**src/rtl/evg_tx_pkg.sv**
```systemverilog
// Shared constants and the TX word builder for the EVG event scheduler.
`default_nettype none

package evg_tx_pkg;

  localparam logic [7:0] K28_5      = 8'hBC;
  localparam logic [7:0] NULL_EVENT = 8'h00;

  localparam logic [1:0] CHARISK_COMMA = 2'b10;
  localparam logic [1:0] CHARISK_DATA  = 2'b00;

  // High byte carries the event code or the comma; low byte is always the distributed bus.
  function automatic logic [15:0] tx_word(input logic [7:0] code,
                                          input logic [7:0] dbus,
                                          input logic       isComma);
    return {(isComma ? K28_5 : code), dbus};
  endfunction

endpackage

`default_nettype wire

```
**src/rtl/evg_tx_priority_pick.sv**
```systemverilog
// Combinational fixed-priority picker: isolates the lowest-index set request bit.
`default_nettype none

module evg_tx_priority_pick #(
  parameter int REQUESTER_COUNT = 4
) (
  input  logic [REQUESTER_COUNT-1:0] req_i,
  output logic [REQUESTER_COUNT-1:0] onehot_o,
  output logic                       valid_o
);

  // Two's-complement trick: req & -req keeps only the lowest set bit.
  assign onehot_o = req_i & (~req_i + REQUESTER_COUNT'(1));
  assign valid_o  = |req_i;

endmodule

`default_nettype wire

```
**src/rtl/evg_tx_event_scheduler.sv**
```systemverilog
// Arbitrates N event requesters onto the EVG TX event byte, inserting periodic
// K28.5 commas and null events on idle slots.
`default_nettype none

module evg_tx_event_scheduler
  import evg_tx_pkg::*;
#(
  parameter int REQUESTER_COUNT       = 4,
  parameter int DISTRIBUTED_BUS_WIDTH = 8,
  parameter int COMMA_INTERVAL        = 64
) (
  input  logic                             evgTxClk,
  input  logic                             evgTxReset,
  input  logic [REQUESTER_COUNT-1:0]       evgReqStrobe,
  input  logic [8*REQUESTER_COUNT-1:0]     evgReqCode,
  input  logic [DISTRIBUTED_BUS_WIDTH-1:0] evgDistributedBus,
  input  logic                             evgOverflowClear,
  output logic [15:0]                      evgTxData,
  output logic [1:0]                       evgTxCharIsK,
  output logic [REQUESTER_COUNT-1:0]       evgGrant,
  output logic [REQUESTER_COUNT-1:0]       evgPending,
  output logic [REQUESTER_COUNT-1:0]       evgOverflow
);

  localparam logic [15:0] COMMA_LAST = 16'(COMMA_INTERVAL - 1);

  logic [15:0]                       cnt_q, cnt_d;
  logic [REQUESTER_COUNT-1:0]        pending_q, pending_d;
  logic [REQUESTER_COUNT-1:0][7:0]   code_q, code_d;
  logic [REQUESTER_COUNT-1:0]        ovf_q, ovf_d;
  logic [15:0]                       txData_q, txData_d;
  logic [1:0]                        charIsK_q, charIsK_d;
  logic [REQUESTER_COUNT-1:0]        grant_q, grant_d;

  logic                              comma_now;
  logic [REQUESTER_COUNT-1:0]        pick_onehot;
  logic                              pick_valid;
  logic [REQUESTER_COUNT-1:0]        win;
  logic [REQUESTER_COUNT-1:0]        ovf_set;
  logic [7:0]                        sel_code;
  logic [7:0]                        dbus_ext;

  if (DISTRIBUTED_BUS_WIDTH >= 8) begin : g_dbus_trunc
    assign dbus_ext = evgDistributedBus[7:0];
  end else begin : g_dbus_pad
    assign dbus_ext = {{(8-DISTRIBUTED_BUS_WIDTH){1'b0}}, evgDistributedBus};
  end

  evg_tx_priority_pick #(
    .REQUESTER_COUNT(REQUESTER_COUNT)
  ) u_pick (
    .req_i    (pending_q),
    .onehot_o (pick_onehot),
    .valid_o  (pick_valid)
  );

  assign comma_now = (cnt_q == COMMA_LAST);
  assign cnt_d     = comma_now ? 16'd0 : cnt_q + 16'd1;

  // A comma slot steals the word outright: nobody wins, pending codes wait.
  assign win = comma_now ? '0 : pick_onehot;

  always_comb begin
    sel_code = NULL_EVENT;
    for (int i = 0; i < REQUESTER_COUNT; i++) begin
      if (win[i]) sel_code = code_q[i];
    end
  end

  // A strobe coinciding with its own win refills the slot rather than overflowing.
  always_comb begin
    pending_d = pending_q;
    code_d    = code_q;
    ovf_set   = '0;
    for (int i = 0; i < REQUESTER_COUNT; i++) begin
      if (win[i]) pending_d[i] = 1'b0;
      if (evgReqStrobe[i] && (evgReqCode[8*i +: 8] != NULL_EVENT)) begin
        if (!pending_q[i] || win[i]) begin
          pending_d[i] = 1'b1;
          code_d[i]    = evgReqCode[8*i +: 8];
        end else begin
          ovf_set[i] = 1'b1;
        end
      end
    end
  end

  assign ovf_d = (evgOverflowClear ? '0 : ovf_q) | ovf_set;

  always_comb begin
    txData_d  = tx_word(pick_valid ? sel_code : NULL_EVENT, dbus_ext, comma_now);
    charIsK_d = comma_now ? CHARISK_COMMA : CHARISK_DATA;
    grant_d   = win;
  end

  always_ff @(posedge evgTxClk or posedge evgTxReset) begin
    if (evgTxReset) begin
      cnt_q     <= '0;
      pending_q <= '0;
      code_q    <= '0;
      ovf_q     <= '0;
      txData_q  <= tx_word(NULL_EVENT, 8'h00, 1'b1);
      charIsK_q <= CHARISK_COMMA;
      grant_q   <= '0;
    end else begin
      cnt_q     <= cnt_d;
      pending_q <= pending_d;
      code_q    <= code_d;
      ovf_q     <= ovf_d;
      txData_q  <= txData_d;
      charIsK_q <= charIsK_d;
      grant_q   <= grant_d;
    end
  end

  assign evgTxData    = txData_q;
  assign evgTxCharIsK = charIsK_q;
  assign evgGrant     = grant_q;
  assign evgPending   = pending_q;
  assign evgOverflow  = ovf_q;

endmodule

`default_nettype wire

```
**config.mk**
```make
export PLATFORM = sky130hd
export DESIGN_NAME = evg_tx_event_scheduler
export DESIGN_NICKNAME = d
export VERILOG_FILES = /design/src/rtl/evg_tx_pkg.sv /design/src/rtl/evg_tx_priority_pick.sv /design/src/rtl/evg_tx_event_scheduler.sv
export SDC_FILE = /design/constraint.sdc
export NUM_CORES = 1
export LEC_CHECK = 0
export ABC_AREA = 1
export BUFFER_PORTS_ARGS = -buffer_cell sky130_fd_sc_hd__buf_2
export CORE_MARGIN = 5
export CORE_UTILIZATION = 35
export CTS_BUF_LIST = sky130_fd_sc_hd__clkbuf_8
export DETAILED_ROUTE_END_ITERATION = 12
export REMOVE_ABC_BUFFERS = 1
export SYNTH_ARGS = -nofsm -noshare
export SYNTH_HDL_FRONTEND = slang
export SYNTH_SLANG_ARGS = --single-unit
export TNS_END_PERCENT = 20
```
**constraint.sdc**
```tcl
create_clock -name evgTxClk -period 2.5 [get_ports evgTxClk]
set_input_delay 0.375 -clock evgTxClk [delete_from_list [all_inputs] [get_ports evgTxClk]]
set_output_delay 0.375 -clock evgTxClk [all_outputs]
set_load 0.05 [all_outputs]
```
==> flow_summary.ini, run 1 <==
[critical_path]
cpPeakStageDelay_ns = 0.38
crit_type = reg -> reg
path_common_cell = nand2_2
crit_slowest_cell = dfrtp_1
crit_required_ns = 2.72
cp_max_fo = 18
rr_worst_depth = 8
r2r_end = code_q[28]$_DFFE_PP0P_
critical_path.startpoint_type = register
reg2reg_slack_ns = 0.65
critPathBufInv = 0
r2r_start = cnt_q[0]$_DFF_PP0_
worstSetupEndpointType = register
arrival_ns = 2.06
path_delay_family = simple AND/OR/NAND/NOR gates
crit_chain = ha_1, nand3_2, nor2_1, nand2_2, nand2_2, nand2_2, nand2_2, o21ai_0

[die]
core-area_um2 = 9770
initial_core_util_pct = 35.8
fp.dieArea_um2 = 12100
pin_count = 77
row_count = 36
die_h_um = 110
dieWidth_um = 110

[synth]
yosys.area.top_type = dfrtp_1
synth-seq-cells = 77
ys_seq_area_share_pct = 55.3
synth_edf_count = 0
synth.top_cells.by_count = nand2_1, dfrtp_1, inv_1
synth_top_area_share_pct = 50.8
synthArstFlopShare_pct = 100
synth_most_common_cell = nand2_1
syn-cell-area_um2 = 3500
synthTopCellsByArea = dfrtp_1, nand2_1, inv_1, dfstp_2, nand3_1
synth_ff_type = dfrtp_1
ys_types = 33
yosysWarnings = 0
synth_area_per_cell_um2 = 9.06
synth_cells = 386

[cts]
ctsHoldBuffers = 0
clk_path_buf_depth = 2
cts-buffers-inserted = 9
cts-root-buf = clkbuf_8
insertion_delay_ns = 0.35
postCtsSetupBuffers = 0
cts_resized = 0
path_clk_slew_ns = 0.09
cts_sinks = 77
cts_tree = built
htreeDepth = 3

[hold_path]
hold_path.class = in -> async

[routing]
avgRoutedWirePerCell_um = 12.8
dr.pass1.iters = 4
avgViaCountPerCell = 4.44
drc = 0
vias = 2681
routed_wl_um = 7740
ant_nets = 0
drt_iter0_markers = 112

[placement]
place_congestion = 0.817
port_buffers = 75
dpl.hpwl_um = 6050

[sta]
min_period_over_period_pct = 73.8
timing.hold.ws_ns = 0.0629
period_needed_ns = 1.85
rsz0062_at_grt = false
relSlewSlack_pct = 63.4
hold_viol = 0
maxSlewViolCount = 0
worstMarginPinSlew_ns = 0.549
setup_tns_ns = 0
clock_skew_ns = 0.0117
fmax_mhz = 542
report.final.setup_viol = 0

[grt]
antenna_found_initial = 0
grt_pass1_vias = 2784
grt_usage_pct = 14.0
grt_max_degree = 37
grt_overflow = 0
grt_pass1_wl_um = 13100

[final_layout]
fin_nets = 514
fillers = 993
final_layout_size_suffix_gt1_share_pct = 29.1
area_delta_synth_final_pct = 19.6
antenna_cells = 0

[power]
power_density_nw_per_um2 = 711
peakVddDrop_mv = 0.286
p_leak_uw = 0.00227

[flow_run]
cap_viol_max_count = 0

[status]
status = finished clean
-- layout make-up --
type	count	area [um2]	share of cell area [%]
multi-input cells	230	1200	28.7
clock buffers	9	124	2.96
flip-flops and latches	77	1930	46.2
inverters	69	259	6.19
repair buffers	79	418	9.99
well taps	133	166	3.98
clock inverters	7	80.1	1.91
-- report_power, final --
| part | switching [uW] | internal, uW |
|---|---|---|
| Clock | 491 | 477 |
| Combinational | 345 | 158 |
| Sequential | 96.6 | 1410 |
| Total | 932 | 2040 |
-- flip-flops by register name, indices dropped and copies added (netlist names) --
register      count
evgTxCharIsK      1
cnt_q            16
evgPending        4
evgTxData        16
code_q           32
evgGrant          4
evgOverflow       4
-- logic make-up after synthesis --
logic type	synth area share [%]
other	0.107
AOI/OAI and AO/OA	8.66
and+or+nand+nor	23.5
DFF	55.3
xor gates and xnor gates	1.75
adders and majority gates	0.358
buffers and inverters	10.3
-- worst max-delay path by stage --
stage	startpoint	endpoint	cells after the start
2_1_floorplan	evgTxReset	cnt_q[0]$_DFF_PP0_	1
3_3_place_gp	cnt_q[0]$_DFF_PP0_	code_q[26]$_DFFE_PP0P_	8
3_5_place_dp	cnt_q[0]$_DFF_PP0_	code_q[24]$_DFFE_PP0P_	8
4_1_cts	cnt_q[0]$_DFF_PP0_	code_q[29]$_DFFE_PP0P_	8
5_1_grt	cnt_q[0]$_DFF_PP0_	code_q[28]$_DFFE_PP0P_	9
6_report	cnt_q[0]$_DFF_PP0_	code_q[28]$_DFFE_PP0P_	8
-- cell usage in the layout, fill, tap and decap left out, types with 5 or more instances in the layout --
master / synthesis / routed
nand2_1: 78 / 78
buf_2: 3 / 75
dfrtp_1: 71 / 71
inv_1: 68 / 67
nand3_1: 25 / 25
o21ai_0: 25 / 25
nor2_1: 23 / 23
o21ai_1: 11 / 11
nand4_1: 10 / 10
o21ai_2: 10 / 10
clkbuf_8: 0 / 9
nand2_2: 8 / 8
dfstp_2: 6 / 6
nand2_4: 5 / 5
or2_2: 5 / 5
xor2_1: 5 / 5
-- per-stage QoR --
stage / area, um2 / setup slack, ns / instances / utilization, % / power (uW)
global route: 4180 / 0.376 / 604 / 42.8 / 3130
detailed placement: 3980 / 0.652 / 588 / 40.7 / 2040
CTS: 4180 / 0.632 / 604 / 42.8 / 3010
global placement: 3980 / 0.717 / 588 / 40.7 / 2030
floorplan: 3390 / 0.168 / 376 / - / 1870
finish: 4180 / 0.655 / 604 / 42.8 / 2970
-- metal layers --
layer | track usage, % | vias to the layer above | share of wire [%]
li1 | - | 1374 | -
met1 | 18.5 | 1228 | 46
met2 | 22.4 | 75 | 47
met3 | 4.64 | 4 | 6.0
met4 | 3.29 | 0 | 0.66
met5 | 0 | - | 0
No activity file was read; power rests on OpenSTA's default activity.
==> run 2, diff against run 1 <==
clock period = 1.9 ns   (was 2.5 ns; I/O delays follow)
==> flow_summary.ini, run 2 (synthesis gave the netlist of run 1 again) <==
[status]
status = finished clean

[die]
initial_core_util_pct = 35.8
fp.dieArea_um2 = 12100
core-area_um2 = 9770
dieWidth_um = 110
die_h_um = 110
pin_count = 77
row_count = 36

[cts]
cts-root-buf = clkbuf_8
clk_path_buf_depth = 2
cts_tree = built
insertion_delay_ns = 0.34
htreeDepth = 3
cts_sinks = 77
path_clk_slew_ns = 0.08
ctsHoldBuffers = 0
cts-buffers-inserted = 9

[routing]
drc = 0
avgRoutedWirePerCell_um = 13.0
vias = 2672
ant_nets = 0
drt_iter0_markers = 109
avgViaCountPerCell = 4.42
dr.pass1.iters = 4
routed_wl_um = 7890

[flow_run]
cap_viol_max_count = 0

[final_layout]
fin_nets = 515
final_layout_size_suffix_gt1_share_pct = 28.8
utilization_pct = 42.7
final_cell_mix = nand2_1, buf_2, dfrtp_1, inv_1
antenna_cells = 0
layout_commonest_cell = nand2_1
top_register = code_q
area_delta_synth_final_pct = 19.4
largest_reg_flops = 32

[grt]
gr-usage-met1_pct = 18.8
grt_use_met3_pct = 3.93
grt_pass1_vias = 2672
grt_max_degree = 78
grt.busiest_layer = met2
grt_usage_pct = 14.0
use_met2_pct = 21.8
grt_pass1_wl_um = 12900
grt_overflow = 0
antenna_found_initial = 0

[power]
power_density_nw_per_um2 = 900
peakVddDrop_mv = 0.470
p_leak_uw = 0.00229
finalPower_uw = 3760

[placement]
port_buffers = 75
dpl.hpwl_um = 6020
place_congestion = 0.805

[sta]
min_period_over_period_pct = 90.6
report.final.setup_viol = 0
period_needed_ns = 1.72
maxSlewViolCount = 0
hold_viol = 0
fmax_mhz = 581
clock_skew_ns = 0.00628
rsz0062_at_grt = false

[critical_path]
critical_path.startpoint_type = register
r2r_end = evgTxData[14]$_DFF_PP0_
worstSetupEndpointType = register
crit_type = reg -> reg
reg2reg_slack_ns = 0.18
arrival_ns = 1.95
r2r_start = cnt_q[0]$_DFF_PP0_
crit_required_ns = 2.13
cp_max_fo = 15
rr_worst_depth = 11

[hold_path]
hold_path.class = in -> async
## run 2: changes by cell type in the layout (fill, tap and decap cells not counted), sizes merged
cell | before | now
buf | 79 | 80
bufinv | 1 | 0
clkbuf | 9 | 12
clkinvlp | 1 | 0
inv | 73 | 72
## run 2: area by class of cell
class                           instances  area (um2)
Fill cell                            1006        5600
Sequential cell                        77        1930
Multi-Input combinational cell        230        1210
Timing Repair Buffer                   80         425
Inverter                               69         259
Tap cell                              133         166
Clock buffer                           12         165
Clock inverter                          4        16.3
## run 2: worst max-delay path by stage
stage,endpoint,from,slack (ns),depth (start not counted)
after CTS,evgTxData[14]$_DFF_PP0_,cnt_q[0]$_DFF_PP0_,0.14,11
after global placement,evgTxData[14]$_DFF_PP0_,cnt_q[0]$_DFF_PP0_,0.21,11
after global routing,evgTxData[8]$_DFF_PP0_,cnt_q[0]$_DFF_PP0_,0.01,11
final,evgTxData[14]$_DFF_PP0_,cnt_q[0]$_DFF_PP0_,0.18,11
after floorplan,cnt_q[0]$_DFF_PP0_,evgTxReset,-0.34,1
after detailed placement,evgTxData[14]$_DFF_PP0_,cnt_q[0]$_DFF_PP0_,0.16,11
## run 2: report_power, final
part           internal [uW]  leakage [uW]  switching [uW]
sequential              1850      0.000944             111
combinational            209       0.00124             467
clock                    567      0.000106             556
total                   2620       0.00229            1130
## run 2: critical path, cell delays in order, from the launching register on
cell and delay [ns]:
dfrtp_1 0.37, ha_2 0.21, nand3_2 0.10, nor2_1 0.15
nand2_2 0.11, buf_4 0.20, nand2_4 0.08, inv_1 0.08
nand2_1 0.08, nand2_1 0.07, nor2_1 0.12, nor2_1 0.05
## run 2: metal layers
metal / share of wire, % / routed length [um] / vias up
met1: 47 / 3720 / 1210
li1: - / - / 1370
met2: 46 / 3600 / 80
met3: 5.7 / 453 / 12
met4: 1.4 / 114 / 0
met5: 0 / 0 / -
## run 2: stage by stage
step | cell area [um2] | hold WS [ns] | cells | TNS [ns] | setup slack (ns)
3_3_place_gp | 3990 | 0.393 | 589 | 0 | 0.209
5_1_grt | 4180 | 0.0210 | 605 | 0 | 0.0101
3_5_place_dp | 3990 | 0.394 | 589 | 0 | 0.165
4_1_cts | 4170 | 0.0301 | 605 | 0 | 0.144
6_report | 4180 | 0.0190 | 605 | 0 | 0.178
2_1_floorplan | 3390 | 0.316 | 376 | -24.26 | -0.342
## run 2: timing repair
| item | in CTS | in global routing |
|---|---|---|
| setup buffers | 0 | 0 |
| setup endpoints to repair | 0 | 4 |
| resized for setup | 0 | 2 |
==> run 3, diff against run 2 <==
CTS_BUF_LIST = sky130_fd_sc_hd__clkbuf_4 sky130_fd_sc_hd__clkbuf_8 sky130_fd_sc_hd__clkbuf_16   (was sky130_fd_sc_hd__clkbuf_8)
==> flow_summary.ini, run 3 (synthesis gave the netlist of run 1 again) <==
[die]
pin_count = 77
die_h_um = 110
core-area_um2 = 9770
fp.dieArea_um2 = 12100
initial_core_util_pct = 35.8
row_count = 36
dieWidth_um = 110

[placement]
dpl.hpwl_um = 6020
place_congestion = 0.805
port_buffers = 75
placed_area_um2 = 3990

[status]
status = finished clean

[grt]
grt_max_degree = 78
grt_usage_pct = 14.0
grt_overflow = 0
antenna_found_initial = 0
grt_pass1_wl_um = 12900
grt_pass1_vias = 2670

[sta]
maxSlewViolCount = 0
rsz0062_at_grt = false
min_period_over_period_pct = 91.3
fmax_mhz = 576
hold_viol = 0
clock_skew_ns = 0.00764
timing.hold.ws_ns = 0.0155
period_needed_ns = 1.74
report.final.setup_viol = 0

[critical_path]
worstSetupEndpointType = register
rr_worst_depth = 11
crit_required_ns = 2.13
critPathBufInv = 2
crit_slowest_cell = dfrtp_1
r2r_end = evgTxData[14]$_DFF_PP0_
cpPeakStageDelay_ns = 0.37
crit_chain = ha_2, nand3_2, nor2_1, nand2_2, buf_4, nand2_4, inv_1, nand2_1, nand2_1, nor2_1, nor2_1
reg2reg_slack_ns = 0.16
path_common_cell = nor2_1
path_delay_family = simple AND/OR/NAND/NOR gates
r2r_start = cnt_q[0]$_DFF_PP0_
critical_path.startpoint_type = register
crit_type = reg -> reg
cp_max_fo = 15
arrival_ns = 1.96

[cts]
path_clk_slew_ns = 0.08
htreeDepth = 3
cts-buffers-inserted = 9
clk_path_buf_depth = 2
cts-root-buf = clkbuf_8
cts_tree = built
insertion_delay_ns = 0.34
cts_sinks = 77

[final_layout]
layout_commonest_cell = nand2_1
area_delta_synth_final_pct = 19.7
antenna_cells = 0
utilization_pct = 42.8
multiInputGateArea_um2 = 1210
final_cell_mix = nand2_1, buf_2, dfrtp_1, inv_1
fin_nets = 515
fillers = 1005
top_register = code_q
finalInstanceArea_um2 = 4190
final_layout_size_suffix_gt1_share_pct = 29.4
final-seq-area_um2 = 1930
largest_reg_flops = 32

[power]
power_density_nw_per_um2 = 913
peakVddDrop_mv = 0.477
p_leak_uw = 0.00228

[routing]
drc = 0
avgViaCountPerCell = 4.44
vias = 2688
routed_wl_um = 7930
avgRoutedWirePerCell_um = 13.1
dr.pass1.iters = 4
drt_iter0_markers = 127
ant_nets = 0

[hold_path]
hold_path.class = in -> async

[flow_run]
cap_viol_max_count = 0
[run 3: through the flow]
step / std cells / setup TNS (ns) / power, uW / worst slack (ns)
finish: 605 / 0 / 3820 / 0.165
global route: 605 / 0 / 4030 / 0.00758
CTS: 605 / 0 / 3880 / 0.140
detailed placement: 589 / 0 / 2680 / 0.165
global placement: 589 / 0 / 2660 / 0.209
floorplan: 376 / -24.26 / 2450 / -0.342
[run 3: routing by layer]
metal,routed length [um],up-vias,GRT usage (%),share of wire (%)
met3,488,12,3.93,6.2
met1,3710,1223,18.9,47
li1,-,1372,-,-
met4,103,0,4.72,1.3
met2,3630,81,21.8,46
met5,0,-,0,0
[run 3: power by group]
part           internal, uW  switching (uW)  total (uW)  leakage (uW)
Combinational           209             467         676       0.00124
Clock                   626             562        1190      0.000104
Sequential             1850             111        1960      0.000944
[run 3: layout make-up]
| cell class | instances | share of cell area (%) |
|---|---|---|
| flip-flops and latches | 77 | 46.2 |
| multi-input cells | 230 | 28.9 |
| repair buffers | 80 | 10.2 |
| inverters | 69 | 6.19 |
| clock buffers | 15 | 4.48 |
| well taps | 133 | 3.97 |
| clock inverters | 1 | 0.120 |
[run 3: timing repair]
item	4_1_cts	5_1_grt
setup endpoints to repair	0	3
buffers inserted	0	0
hold buffers	0	0
gates resized for setup	0	2
[run 3: worst min-delay path, cell delays in order]
cell and delay (ns):
buf_2 0.10, inv_2 0.06, buf_12 0.33
[run 3: worst max-delay path by stage]
stage	start	to	slack [ns]	cells past startpoint
floorplan	evgTxReset	cnt_q[0]$_DFF_PP0_	-0.34	1
global placement	cnt_q[0]$_DFF_PP0_	evgTxData[14]$_DFF_PP0_	0.21	11
detailed placement	cnt_q[0]$_DFF_PP0_	evgTxData[14]$_DFF_PP0_	0.16	11
CTS	cnt_q[0]$_DFF_PP0_	evgTxData[14]$_DFF_PP0_	0.14	11
global route	cnt_q[0]$_DFF_PP0_	evgTxData[14]$_DFF_PP0_	0.008	11
finish	cnt_q[0]$_DFF_PP0_	evgTxData[14]$_DFF_PP0_	0.16	11
